--- src/rtl/destination_monitor_if.sv ---
// Telemetry sample handshake plus monitor verdict outputs.
// master = sensor aggregation / sequencer side, slave = destination_monitor.
interface destination_monitor_if #(
  parameter int unsigned ALT_W = 10
);
  localparam int unsigned SC_W = $clog2(ALT_W + 1);

  logic             sample_valid;
  logic             sample_ready;
  logic [ALT_W-1:0] altitude;
  logic             temp_ok;
  logic             rad_high;
  logic             oxygen_ok;
  logic             life_ok;
  logic             clear_abort;
  logic [1:0]       next_state;
  logic             state_valid;
  logic [ALT_W-1:0] alt_scaled;
  logic [SC_W-1:0]  shift_count;

  modport master (
    output sample_valid, altitude, temp_ok, rad_high, oxygen_ok, life_ok, clear_abort,
    input  sample_ready, next_state, state_valid, alt_scaled, shift_count
  );

  modport slave (
    input  sample_valid, altitude, temp_ok, rad_high, oxygen_ok, life_ok, clear_abort,
    output sample_ready, next_state, state_valid, alt_scaled, shift_count
  );
endinterface

--- src/rtl/destination_monitor.sv ---
// Range-scales altitude by right-shifts, then filters faults over PERSIST samples into NOMINAL/WARN/ABORT.
// Report strobe k+2 edges after acceptance (k = shifts); only accepts a sample while idle.
module destination_monitor #(
  parameter int unsigned     ALT_W       = 10,
  parameter logic [ALT_W-1:0] MAX_ALT    = ALT_W'(768),
  parameter int unsigned     SHIFT_LIMIT = 0,
  parameter int unsigned     PERSIST     = 3
) (
  input  logic               clk,
  input  logic               rst,
  destination_monitor_if.slave mon
);
  localparam int unsigned SC_W = $clog2(ALT_W + 1);
  localparam int unsigned FC_W = $clog2(PERSIST + 1);
  localparam logic [SC_W-1:0] SHIFT_LIM = SC_W'(SHIFT_LIMIT);
  localparam logic [FC_W-1:0] PERSIST_C = FC_W'(PERSIST);

  localparam logic [1:0] NS_NOMINAL = 2'b00;
  localparam logic [1:0] NS_WARN    = 2'b01;
  localparam logic [1:0] NS_ABORT   = 2'b11;

  typedef enum logic [1:0] {IDLE, SCALE, EVAL, REPORT} state_t;

  state_t           state_q, state_d;
  logic [ALT_W-1:0] alt_q;
  logic [SC_W-1:0]  sc_q;
  logic             temp_ok_q, rad_high_q, oxygen_ok_q, life_ok_q;
  logic [FC_W-1:0]  fault_cnt;
  logic             abort_latched;
  logic [1:0]       ns_q;

  logic             accept;
  logic             too_high;
  logic             alt_ok;
  logic             fault;
  logic [FC_W-1:0]  cnt_base;
  logic             latched_base;
  logic [FC_W-1:0]  cnt_upd;
  logic             abort_now;

  assign mon.sample_ready = (state_q == IDLE);
  assign mon.state_valid  = (state_q == REPORT);
  assign mon.next_state   = ns_q;
  assign mon.alt_scaled   = alt_q;
  assign mon.shift_count  = sc_q;

  assign accept   = mon.sample_valid && (state_q == IDLE);
  assign too_high = (alt_q > MAX_ALT);

  // A clear arriving in EVAL must be seen by this evaluation, so fold it in here.
  always_comb begin
    alt_ok       = (sc_q <= SHIFT_LIM);
    fault        = ~alt_ok | ~temp_ok_q | rad_high_q | ~oxygen_ok_q | ~life_ok_q;
    cnt_base     = mon.clear_abort ? '0 : fault_cnt;
    latched_base = mon.clear_abort ? 1'b0 : abort_latched;
    cnt_upd      = '0;
    if (fault) begin
      cnt_upd = (cnt_base == PERSIST_C) ? PERSIST_C : cnt_base + FC_W'(1);
    end
    abort_now    = latched_base || (cnt_upd == PERSIST_C);
  end

  always_comb begin
    state_d = state_q;
    case (state_q)
      IDLE:    if (accept) state_d = SCALE;
      SCALE:   if (!too_high) state_d = EVAL;
      EVAL:    state_d = REPORT;
      REPORT:  state_d = IDLE;
      default: state_d = IDLE;
    endcase
  end

  always_ff @(posedge clk) begin
    if (rst) begin
      state_q       <= IDLE;
      alt_q         <= '0;
      sc_q          <= '0;
      temp_ok_q     <= 1'b0;
      rad_high_q    <= 1'b0;
      oxygen_ok_q   <= 1'b0;
      life_ok_q     <= 1'b0;
      fault_cnt     <= '0;
      abort_latched <= 1'b0;
      ns_q          <= NS_NOMINAL;
    end else begin
      state_q <= state_d;
      case (state_q)
        IDLE: begin
          if (accept) begin
            alt_q       <= mon.altitude;
            sc_q        <= '0;
            temp_ok_q   <= mon.temp_ok;
            rad_high_q  <= mon.rad_high;
            oxygen_ok_q <= mon.oxygen_ok;
            life_ok_q   <= mon.life_ok;
          end
        end
        SCALE: begin
          if (too_high) begin
            alt_q <= alt_q >> 1;
            sc_q  <= sc_q + SC_W'(1);
          end
        end
        EVAL: begin
          fault_cnt <= cnt_upd;
          if (abort_now) begin
            ns_q          <= NS_ABORT;
            abort_latched <= 1'b1;
          end else begin
            abort_latched <= 1'b0;
            ns_q          <= fault ? NS_WARN : NS_NOMINAL;
          end
        end
        default: ;
      endcase
      if (mon.clear_abort && state_q != EVAL) begin
        abort_latched <= 1'b0;
        fault_cnt     <= '0;
        ns_q          <= NS_NOMINAL;
      end
    end
  end
endmodule

--- src/flat_wrapper.sv ---
// flat-port wrapper written by rule: the top's interface ports become plain ports
module destination_monitor_flat 
#(
  parameter int unsigned     ALT_W       = 10,
  parameter logic [ALT_W-1:0] MAX_ALT    = ALT_W'(768),
  parameter int unsigned     SHIFT_LIMIT = 0,
  parameter int unsigned     PERSIST     = 3
)
  (clk, rst, mon_sample_valid, mon_altitude, mon_temp_ok, mon_rad_high, mon_oxygen_ok, mon_life_ok, mon_clear_abort, mon_sample_ready, mon_next_state, mon_state_valid, mon_alt_scaled, mon_shift_count);
  destination_monitor_if #(.ALT_W(ALT_W)) mon_i ();
  input  logic clk;
  input  logic rst;
  input wire logic [$bits(mon_i.sample_valid)-1:0] mon_sample_valid;
  input wire logic [$bits(mon_i.altitude)-1:0] mon_altitude;
  input wire logic [$bits(mon_i.temp_ok)-1:0] mon_temp_ok;
  input wire logic [$bits(mon_i.rad_high)-1:0] mon_rad_high;
  input wire logic [$bits(mon_i.oxygen_ok)-1:0] mon_oxygen_ok;
  input wire logic [$bits(mon_i.life_ok)-1:0] mon_life_ok;
  input wire logic [$bits(mon_i.clear_abort)-1:0] mon_clear_abort;
  output wire logic [$bits(mon_i.sample_ready)-1:0] mon_sample_ready;
  output wire logic [$bits(mon_i.next_state)-1:0] mon_next_state;
  output wire logic [$bits(mon_i.state_valid)-1:0] mon_state_valid;
  output wire logic [$bits(mon_i.alt_scaled)-1:0] mon_alt_scaled;
  output wire logic [$bits(mon_i.shift_count)-1:0] mon_shift_count;
  assign mon_i.sample_valid = mon_sample_valid;
  assign mon_i.altitude = mon_altitude;
  assign mon_i.temp_ok = mon_temp_ok;
  assign mon_i.rad_high = mon_rad_high;
  assign mon_i.oxygen_ok = mon_oxygen_ok;
  assign mon_i.life_ok = mon_life_ok;
  assign mon_i.clear_abort = mon_clear_abort;
  assign mon_sample_ready = mon_i.sample_ready;
  assign mon_next_state = mon_i.next_state;
  assign mon_state_valid = mon_i.state_valid;
  assign mon_alt_scaled = mon_i.alt_scaled;
  assign mon_shift_count = mon_i.shift_count;
  destination_monitor #(.ALT_W(ALT_W), .MAX_ALT(MAX_ALT), .SHIFT_LIMIT(SHIFT_LIMIT), .PERSIST(PERSIST)) u_core (.clk(clk), .rst(rst), .mon(mon_i));
endmodule
--- config.mk ---
export PLATFORM = sky130hd
export DESIGN_NAME = destination_monitor_flat
export DESIGN_NICKNAME = d
export VERILOG_FILES = /design/src/rtl/destination_monitor_if.sv /design/src/rtl/destination_monitor.sv /design/src/flat_wrapper.sv
export SDC_FILE = /design/constraint.sdc
export NUM_CORES = 1
export LEC_CHECK = 0
export CORE_MARGIN = 8
export CORE_UTILIZATION = 45
export CTS_CLUSTER_SIZE = 28
export DETAILED_ROUTE_END_ITERATION = 6
export PLACE_DENSITY = 0.77
export SLEW_MARGIN = 10
export SYNTH_ARGS = -nofsm -noshare
export SYNTH_HDL_FRONTEND = slang
export SYNTH_SLANG_ARGS = --single-unit
--- constraint.sdc ---
create_clock -name clk -period 2 [get_ports clk]
set_clock_uncertainty 0.05 [all_clocks]
set_input_delay 0.4 -clock clk [delete_from_list [all_inputs] [get_ports clk]]
set_output_delay 0.4 -clock clk [all_outputs]
set_load 0.01 [all_outputs]
==> results.md, run 1 <==
* Crit Path Class: reg -> out
* Leak at 0.607 nW
* Distinct cells, synth at 35
* Status: finished, final reports clean
* Fillers at between 200 and 250
* Post-synthesis register bit count at 24
* Routed wire length at 3.07 mm
* Detailed Place HPWL at between 2 and 2.5 mm
* TritonCTS clock tree: done
* Period utilization at 93.1%
* Crit path depth at 2
* Vias per cell at roughly 5.6
* Class of the worst hold path: reg -> reg
* Worst ir drop on vdd at 0.824 mV
* Post-synth top flop: dfxtp_1
* CTS Sinks at 24
* Post-route ant nets at 0
* CP max FO at 3
* Cell area after synthesis at between 1000 and 1500 sq um
* Gpl congestion at 0.771
* Share of layout cells above drive strength 1 at 17.1%
* Worst Path Arrival at about 1400 ps
* Worst path max stage delay at 530 ps
* # setup viols final at 0
* Number of synthesized flops with an enable pin at 0
* Drt initial violations at 65
* Die Y at ~68 microns
* Top layer in use: met4
* R2r setup slk at around 160 ps
* Met3 WL at around 230 microns
* Die width at 67.5 microns
* Num CTS Buffers at 3
* Hold Violations, Final at 0
* Initial antenna violation count at 0
* Final setup margin at around 140 ps
* Largest net degree at the start of global routing at 15
* Met1 wire length at 1.33 mm
* # diodes at 0
* Gr usage total at roughly 14%
* WL met2 at ~1.5 mm
* Vias in the first global route at approximately 1100
* Pre-antenna DRT Iters at 6
* Final slew viol count at 0
* Wire per inst at around 15 microns
* Via count at about 1100
* Layout Cells excl Fill at 200
* Reg clk slew, reported paths at 120 ps
* CP Cell Sequence: ha_1 > clkdlybuf4s50_1
* Final min period at roughly 1900 ps
* Worst Setup EP: mon_state_valid
* Core Area at 2500 sq um
* CP endpoint kind: primary output
* Syn Inst Count at about 130
* Dpl ws at 41.0 ps
* Max cap viols at 0
* Worst-margin pin slew at approximately 560 ps
* Site row count at 18
* First-pass GRT wire length at ~4.9 mm
* Critical Path RT at 1550 ps
* DRC Markers at 0
* Unrepaired setup endpoints after global routing: false
* GRT Residual Overflow at 0
* Hold_sp: u_core.temp_ok_q
* Clk root buf: clkbuf_4
* FF-to-FF Start: u_core.state_q[1]
* Hold Crit Depth at 2
* Average instance area after synthesis at between 9 and 10 sq um
* Startpoint class of the critical path: register
* FF-to-FF End: u_core.mon.shift_count[3]
* TNS Setup at 0 ps
* CP Buf/Inv Count at 1
* Setup bufs post-CTS at 0
* Final core occ at between 60% and 70%
* Slew HR at between 60 and 70%
* # H-tree levels at 1
* Die outline area at between 4000 and 5000 sq um
* Clk_lat worst skew at roughly 300 ps
* Yosys warns at 0
* Hold Slack at 412 ps
* Initial core utilization at about 48%
* Pwr Density at between 1000 and 1500 nW/um^2
* Syn nets at 153
* Io pins at 36
* Ys async rst share at 0%
* Area grow syn2layout at 38.0%
* Fmax at around 0.54 GHz
* Clock tree buffer depth at 2
* Top delay family on crit path: buffers and inverters
* CP max-delay cell: clkdlybuf4s50_1
* Crit. Startpoint: u_core.state_q[0]
* Post-layout net count at about 200
* Placed Cells at roughly 200
* Sequential area share after synthesis at between 40% and 50%
* Worst reg2reg path depth at 6
* IO Port Bufs at 35
-- Yosys cell counts, drive strengths merged, types with 3 or more instances --
cell type  count  area, sq um
clkbuf         4         20.0
a21oi         11         55.1
nand2          7         28.8
inv           15         56.3
nand3         12         60.1
o21ai          3         15.0
a211oi        10          115
dfxtp         24          480
buf            3         26.3
o22ai          7         43.8
a31oi          3         18.8
ha             6         75.1
-- power breakdown --
group	total, mW	switching (mW)	internal [mW]
Sequential	0.719	0.125	0.594
Combinational	0.953	0.461	0.492
Clock	0.204	0.134	0.0703
-- placed cells by master, fill, tap and decap left out --
cell and count:
o21ai_0 3, and2_4 1, nand2_2 1, a211o_1 1, clkbuf_4 3, ha_4 1
inv_2 1, a2111oi_0 1, a21oi_1 11, clkdlybuf4s50_1 34, mux2i_1 2, nor4bb_1 1
or3b_2 1, o311a_2 1, nand3b_1 2, nand3_1 12, nand4b_1 1, dlymetal6s2s_1 1
buf_4 10, a211oi_2 8, or3b_1 1, a211oi_1 2, ha_1 5, o22ai_1 7
o311ai_0 1, nand2_1 6, a31oi_1 3, nor3_1 2, nor2_1 2, dfxtp_1 24
nor4_4 1, inv_1 14, nor4_2 1, or2_0 1, nor2b_1 2, or3_1 2
-- worst reg2reg max path, delay by kind of cell (launching register included) --
family,cells,cell delay (ps)
AO/OA/AOI/OAI,2,450
adder cells (fa/ha/maj),1,290
buffers and inverters,1,130
flip-flops,1,360
AND/OR/NAND/NOR,2,510
-- registers in the layout (all words and copies together), names as in the netlist --
name and flops:
u_core.temp_ok_q 1, u_core.rad_high_q 1, u_core.mon.next_state 2, u_core.mon.shift_count 4, u_core.state_q 2, u_core.mon.alt_scaled 10
u_core.fault_cnt 2, u_core.life_ok_q 1, u_core.oxygen_ok_q 1
-- layer usage --
metal,up-vias,track usage [%]
met5,-,0
met4,0,6.01
met3,4,3.31
met2,39,23.4
met1,517,15.5
li1,552,-
-- kinds of logic (layout without fill, tap and decap cells) --
logic type | after synthesis | after routing | synth area share (%)
AO/OA/AOI/OAI | 38 | 38 | 23.9
AND/OR/NAND/NOR | 37 | 37 | 19.4
flip-flops | 24 | 24 | 40.2
buffers and inverters | 22 | 63 | 8.59
adder cells (fa/ha/maj) | 6 | 6 | 6.28
multiplexers | 2 | 2 | 1.68
-- worst min path at each step --
stage	slack (ps)	to
floorplan	380	u_core.temp_ok_q
global placement	390	u_core.temp_ok_q
detailed placement	400	u_core.temp_ok_q
CTS	410	u_core.temp_ok_q
global route	440	u_core.temp_ok_q
finish	410	u_core.temp_ok_q
-- per-stage QoR --
stage	instance area (sq um)	power, mW
floorplan	1190	1.28
global placement	1610	1.60
detailed placement	1610	1.64
CTS	1650	1.88
global route	1650	2.00
finish	1650	1.88
-- layout make-up --
class                   count  area, sq um  area share [%]
clock buffers               3         22.5            1.37
repair buffers             45          428            25.9
well taps                  30         37.5            2.28
flip-flops and latches     24          480            29.1
multi-input cells          83          624            37.9
inverters                  15         56.3            3.41
-- repair_timing --
item,CTS,global route
endpoints found under the hold margin,0,0
cloned,0,0
setup endpoints to repair,1,1
resized for setup,2,2
hold buffers,0,0
(Power assumes the default switching activity.)
==> inputs of run 2 (changes only) <==
--- a/config.mk
+++ b/config.mk
@@ -10,6 +10,7 @@
 export CTS_CLUSTER_SIZE = 28
 export DETAILED_ROUTE_END_ITERATION = 6
 export PLACE_DENSITY = 0.77
+export RECOVER_POWER = 50
 export SLEW_MARGIN = 10
 export SYNTH_ARGS = -nofsm -noshare
 export SYNTH_HDL_FRONTEND = slang
==> results.md, run 2 (synthesis results as in run 1) <==
* Clk root buf: clkbuf_4
* P_int at 1.12 mW (-2.8%)
* Pwr Density at 1120 nW/um^2 (-1.1%)
* Max cap viols at 0 (unchanged)
* Net Switching at 0.712 mW (-0.90%)
* Final core occ at 65.3% (-0.65 points)
* Status: finished, final reports clean
* Crit Path Class: reg -> out
* Clock power frac at 11.1% (+0.2 points)
* Initial core utilization at 47.8% (unchanged)
* Area of the multi-input gates at 622 sq um (-0.40%)
* Class of the worst hold path: reg -> reg
* Drt initial violations at 65 (unchanged)
* Gr usage total at 13.6% (unchanged)
* Top delay family on crit path: buffers and inverters
* Most frequent cells in the layout: 26 x clkdlybuf4s50_1, 24 x dfxtp_1, 14 x inv_1, 12 x nand3_1, 11 x a21oi_1
* Post-route ant nets at 0 (unchanged)
* Via count at 1120 (+0.72%)
* Worst ir drop on vdd at 0.800 mV (-3.0%)
* Detailed Place HPWL at 2.37 mm (unchanged)
* Reg clk slew, reported paths at 120 ps (about the same)
* DRC Markers at 0 (unchanged)
* Combinational group share of total power at 49.9% (-0.9 points)
* Wire per inst at 15.4 microns (+0.26%)
* R2r setup slk at 140 ps (-20 ps)
* Vias per cell at 5.60 (+0.72%)
* CTS Sinks at 24 (unchanged)
* Hold buffers post-CTS at 0 (unchanged)
* TritonCTS clock tree: done
* Final min period at 1860 ps (+1.79 ps)
* CP Cell Sequence: ha_1 > clkdlybuf4s50_1
* Startpoint class of the critical path: register
* Core Area at 2500 sq um (unchanged)
* Critical Path RT at 1550 ps (about the same)
* Max reg flops at 10 (unchanged)
* Fillers at 217 (+2.4%)
* Power share of the sequential group at 39.0% (+0.7 points)
* CP Buf/Inv Count at 1 (unchanged)
* CP max FO at 3 (unchanged)
* Period utilization at 93.2% (about the same)
* Slew HR at 65.1% (+2.5 points)
* GRT Residual Overflow at 0 (unchanged)
* Site row count at 18 (unchanged)
* Io pins at 36 (unchanged)
* Routed wire length at 3.08 mm (+0.26%)
* # diodes at 0 (unchanged)
* Sequential cell area at 480 sq um (unchanged)
* First-pass GRT wire length at 4.87 mm (unchanged)
* Die width at 67.5 microns (unchanged)
* Worst path max stage delay at 530 ps (about the same)
* Largest net degree at the start of global routing at 15 (unchanged)
* Num CTS Buffers at 3 (unchanged)
* Worst-margin pin slew at 519 ps (-37.9 ps)
* Clk_lat worst skew at 310 ps (about the same)
* Die Y at 67.5 microns (unchanged)
* Fmax at 0.536 GHz (about the same)
* Leak at 0.614 nW (+1.2%)
* Vias in the first global route at 1058 (unchanged)
* IO Port Bufs at 35 (unchanged)
* Post-layout net count at 196 (unchanged)
* Die outline area at 4560 sq um (unchanged)
* Clock tree buffer depth at 2 (unchanged)
* TNS Setup at 0 ps (unchanged)
* Gpl congestion at 0.771 (unchanged)
* # H-tree levels at 1 (unchanged)
* Worst Path Arrival at 1410 ps (about the same)
* Final slew viol count at 0 (unchanged)
* Switch share at 38.8% (+0.45 points)
* Overall power at 1.84 mW (-2.1%)
* Initial antenna violation count at 0 (unchanged)
* # setup viols final at 0 (unchanged)
* Unrepaired setup endpoints after global routing: false
* Pre-antenna DRT Iters at 4 (-2)
* Area grow syn2layout at 36.6%
* Most common cell after layout, fill and taps aside: clkdlybuf4s50_1
* CP max-delay cell: clkdlybuf4s50_1
* Share of layout cells above drive strength 1 at 14.7% (-2.4 points)
* CP endpoint kind: primary output
* Hold Violations, Final at 0 (unchanged)
==> run 2: changes by cell type in the layout (fill, tap and decap cells not counted), moves of 3 or more <==
cell,previous run,this run
clkbuf_1,0,3
clkdlybuf4s50_1,34,26
buf_4,10,7
dlygate4sd3_1,0,8
==> run 2: worst min-delay path, stage by stage, from the launching register on <==
cell and delay [ps]:
dfxtp_1 330, nand2_1 50, a21oi_1 50
==> run 2: worst paths after layout <==
| path | startpoint | endpoint | cells past startpoint |
|---|---|---|---|
| setup / recovery | u_core.state_q[0] | mon_state_valid | 2 |
| hold / removal | u_core.temp_ok_q | u_core.temp_ok_q | 2 |
| setup reg to reg | u_core.state_q[1] | u_core.mon.shift_count[3] | 6 |
| hold reg to reg | u_core.temp_ok_q | u_core.temp_ok_q | 2 |
==> run 2: timing repair <==
| item | 4_1_cts | 5_1_grt |
|---|---|---|
| setup buffers | 0 | 0 |
| endpoints found under the hold margin | 0 | 0 |
| setup endpoints to repair | 1 | 1 |
| gates resized for setup | 2 | 2 |
==> run 2: layer usage <==
layer	up-vias	routed length, microns	global-route usage (%)
met3	7	251	3.31
met4	0	61	6.01
met5	-	0	0
li1	554	-	-
met2	47	1450	23.4
met1	512	1320	15.5
==> run 2: cell type report <==
type / instances / area share, %
multi-input cells: 83 / 38.1
flip-flops and latches: 24 / 29.4
repair buffers: 45 / 25.4
inverters: 15 / 3.45
well taps: 30 / 2.30
clock buffers: 3 / 1.38
==> run 2: power groups by stage <==
| stage | Clock, mW | Combinational (mW) | Sequential (mW) |
|---|---|---|---|
| after CTS | 0.209 | 0.951 | 0.716 |
| after floorplan | 0 | 0.540 | 0.739 |
| after detailed placement | 0 | 0.913 | 0.727 |
| final | 0.204 | 0.916 | 0.716 |
| after global routing | 0.223 | 1.01 | 0.733 |
| after global placement | 0 | 0.885 | 0.715 |
==> run 2: metrics by stage <==
step | instance area, sq um | cells | hold WS, ps | setup WS (ps)
after floorplan | 1190 | 129 | 381 | 192
after global placement | 1610 | 197 | 393 | 96.1
after detailed placement | 1610 | 197 | 396 | 41.0
after CTS | 1650 | 200 | 412 | 2.25
after global routing | 1630 | 200 | 439 | 46.7
final | 1630 | 200 | 412 | 135
==> inputs of run 3 (changes only) <==
--- a/config.mk
+++ b/config.mk
@@ -5,7 +5,7 @@
 export SDC_FILE = /design/constraint.sdc
 export NUM_CORES = 1
 export LEC_CHECK = 0
-export CORE_MARGIN = 8
+export CORE_MARGIN = 4
 export CORE_UTILIZATION = 45
 export CTS_CLUSTER_SIZE = 28
 export DETAILED_ROUTE_END_ITERATION = 6
==> results.md, run 3 (synthesis results as in run 1) <==
* Vias in the first global route at 1096 (+3.6%)
* Grt met3 use at 2.83% (-0.48 points)
* Setup bufs post-CTS at 0 (unchanged)
* Initial antenna violation count at 0 (unchanged)
* Clk root buf: clkbuf_4
* Clock tree buffer depth at 2 (unchanged)
* Startpoint class of the critical path: register
* Class of the worst hold path: reg -> reg
* Period utilization at 92.6% (-0.64 points)
* Post-route ant nets at 0 (unchanged)
* Worst reg2reg path depth at 6 (unchanged)
* Routing usage on met1 at 20.8% (+5.2 points)
* M2 GR Usage at 32.1% (+8.7 points)
* # H-tree levels at 1 (unchanged)
* Hold buffers post-CTS at 0 (unchanged)
* Via count at 1104 (-1.4%)
* Most frequent cells in the layout: 25 x clkdlybuf4s50_1, 24 x dfxtp_1, 15 x inv_1, 12 x nand3_1, 11 x a21oi_1
* Worst ir drop on vdd at 0.757 mV (-5.4%)
* Worst Path Arrival at 1400 ps (about the same)
* CP max FO at 3 (unchanged)
* Wire per inst at 14.8 microns (-3.9%)
* Final min period at 1850 ps (-12.7 ps)
* TNS Setup at 0 ps (unchanged)
* Post-CTS sizing at 3 (+1)
* Drt initial violations at 41 (-37%)
* Unrepaired setup endpoints after global routing: false
* Worst-margin pin slew at 525 ps (+6.07 ps)
* TritonCTS clock tree: done
* DRC Markers at 0 (unchanged)
* GRT Residual Overflow at 0 (unchanged)
* Layout Cells excl Fill at 201 (+0.50%)
* Worst Setup EP: mon_state_valid
* CTS Sinks at 24 (unchanged)
* Pwr Density at 1140 nW/um^2 (+1.5%)
* Die width at 59.5 microns (-12%)
* Die Y at 59.5 microns (-12%)
* Worst path max stage delay at 530 ps (about the same)
* Die outline area at 3540 sq um (-22%)
* Io pins at 36 (unchanged)
* Detailed Place HPWL at 2.22 mm (-6.4%)
* Core Area at 2500 sq um (unchanged)
* Hold Violations, Final at 0 (unchanged)
* IO Port Bufs at 35 (unchanged)
* Most common cell after layout, fill and taps aside: clkdlybuf4s50_1
* Area of the multi-input gates at 622 sq um (unchanged)
* Reg clk slew, reported paths at 130 ps (about the same)
* Final core occ at 65.8% (+0.50 points)
* Routed wire length at 2.97 mm (-3.4%)
* Crit. Startpoint: u_core.state_q[0]
* FF-to-FF Start: u_core.state_q[1]
* Final slew viol count at 0 (unchanged)
* Status: finished, final reports clean
* Sequential cell area at 480 sq um (unchanged)
* Area grow syn2layout at 37.7%
* Final setup margin at 148 ps (+12.7 ps)
* Pre-antenna DRT Iters at 4 (unchanged)
* Crit Path Class: reg -> out
* Leak at 0.625 nW (+1.7%)
* Share of layout cells above drive strength 1 at 14.6% (-0.086 points)
* Vias per cell at 5.49 (-1.9%)
* First-pass GRT wire length at 4.76 mm (-2.3%)
* Num CTS Buffers at 3 (unchanged)
* FF-to-FF End: u_core.mon.shift_count[3]
* Max reg flops at 10 (unchanged)
* Critical Path RT at 1550 ps (about the same)
* Dpl ws at 16.5 ps (-24.5 ps)
* Clk_lat worst skew at 310 ps (about the same)
* Initial core utilization at 47.8% (unchanged)
* R2r setup slk at 160 ps (+20 ps)
* # diodes at 0 (unchanged)
* CP endpoint kind: primary output
* Fillers at 220 (+1.4%)
* CP Cell Sequence: ha_1 > clkdlybuf4s50_1
* Slew HR at 64.7% (-0.41 points)
* Gpl congestion at 0.746 (-3.3%)
* Hold_sp: u_core.temp_ok_q
* CP max-delay cell: clkdlybuf4s50_1
* Fmax at 0.540 GHz (+0.69%)
* Gr busiest metal: met2
* Site row count at 18 (unchanged)
* Max cap viols at 0 (unchanged)
* Gr usage total at 17.8% (+4.2 points)
* Post-layout net count at 196 (unchanged)
* Placed Cells at 197 (unchanged)
* Largest net degree at the start of global routing at 15 (unchanged)
* # setup viols final at 0 (unchanged)
run 3: final cells by class:
type,instances,share of cell area [%]
sequential,24,29.2
inverter,15,3.42
multi-input combinational,83,37.8
tap,30,2.28
timing repair buffer,45,25.1
clock buffer,4,2.21
run 3: where the power goes:
part	switching, mW	internal (mW)	leakage, nW	total (mW)
sequential	0.116	0.594	0.196	0.710
clock	0.144	0.111	0.0210	0.255
combinational	0.458	0.455	0.408	0.913
total	0.718	1.16	0.625	1.88
run 3: worst min-delay path by stage:
stage	slack, ps	cells past startpoint	end
2_1_floorplan	380	2	u_core.temp_ok_q
3_3_place_gp	390	2	u_core.temp_ok_q
3_5_place_dp	400	2	u_core.temp_ok_q
4_1_cts	410	2	u_core.temp_ok_q
5_1_grt	440	2	u_core.temp_ok_q
6_report	410	2	u_core.temp_ok_q
run 3: per-stage QoR:
step / hold WS (ps) / power [mW] / cell area (sq um)
3_5_place_dp: 396 / 1.64 / 1610
6_report: 411 / 1.88 / 1650
3_3_place_gp: 394 / 1.60 / 1610
2_1_floorplan: 381 / 1.28 / 1190
4_1_cts: 412 / 1.91 / 1660
5_1_grt: 436 / 2.00 / 1650
run 3: worst max-delay path, delay by kind of cell, from the launching register on:
kind	cells	cell delay [ps]
buffers and inverters	1	530
flip-flops	1	390
adder cells (fa/ha/maj)	1	160
run 3: layer usage:
metal	share of wire, %	vias up
met3	6.1	2
met5	0	-
met1	42	517
li1	-	553
met2	51	32
met4	0.67	0
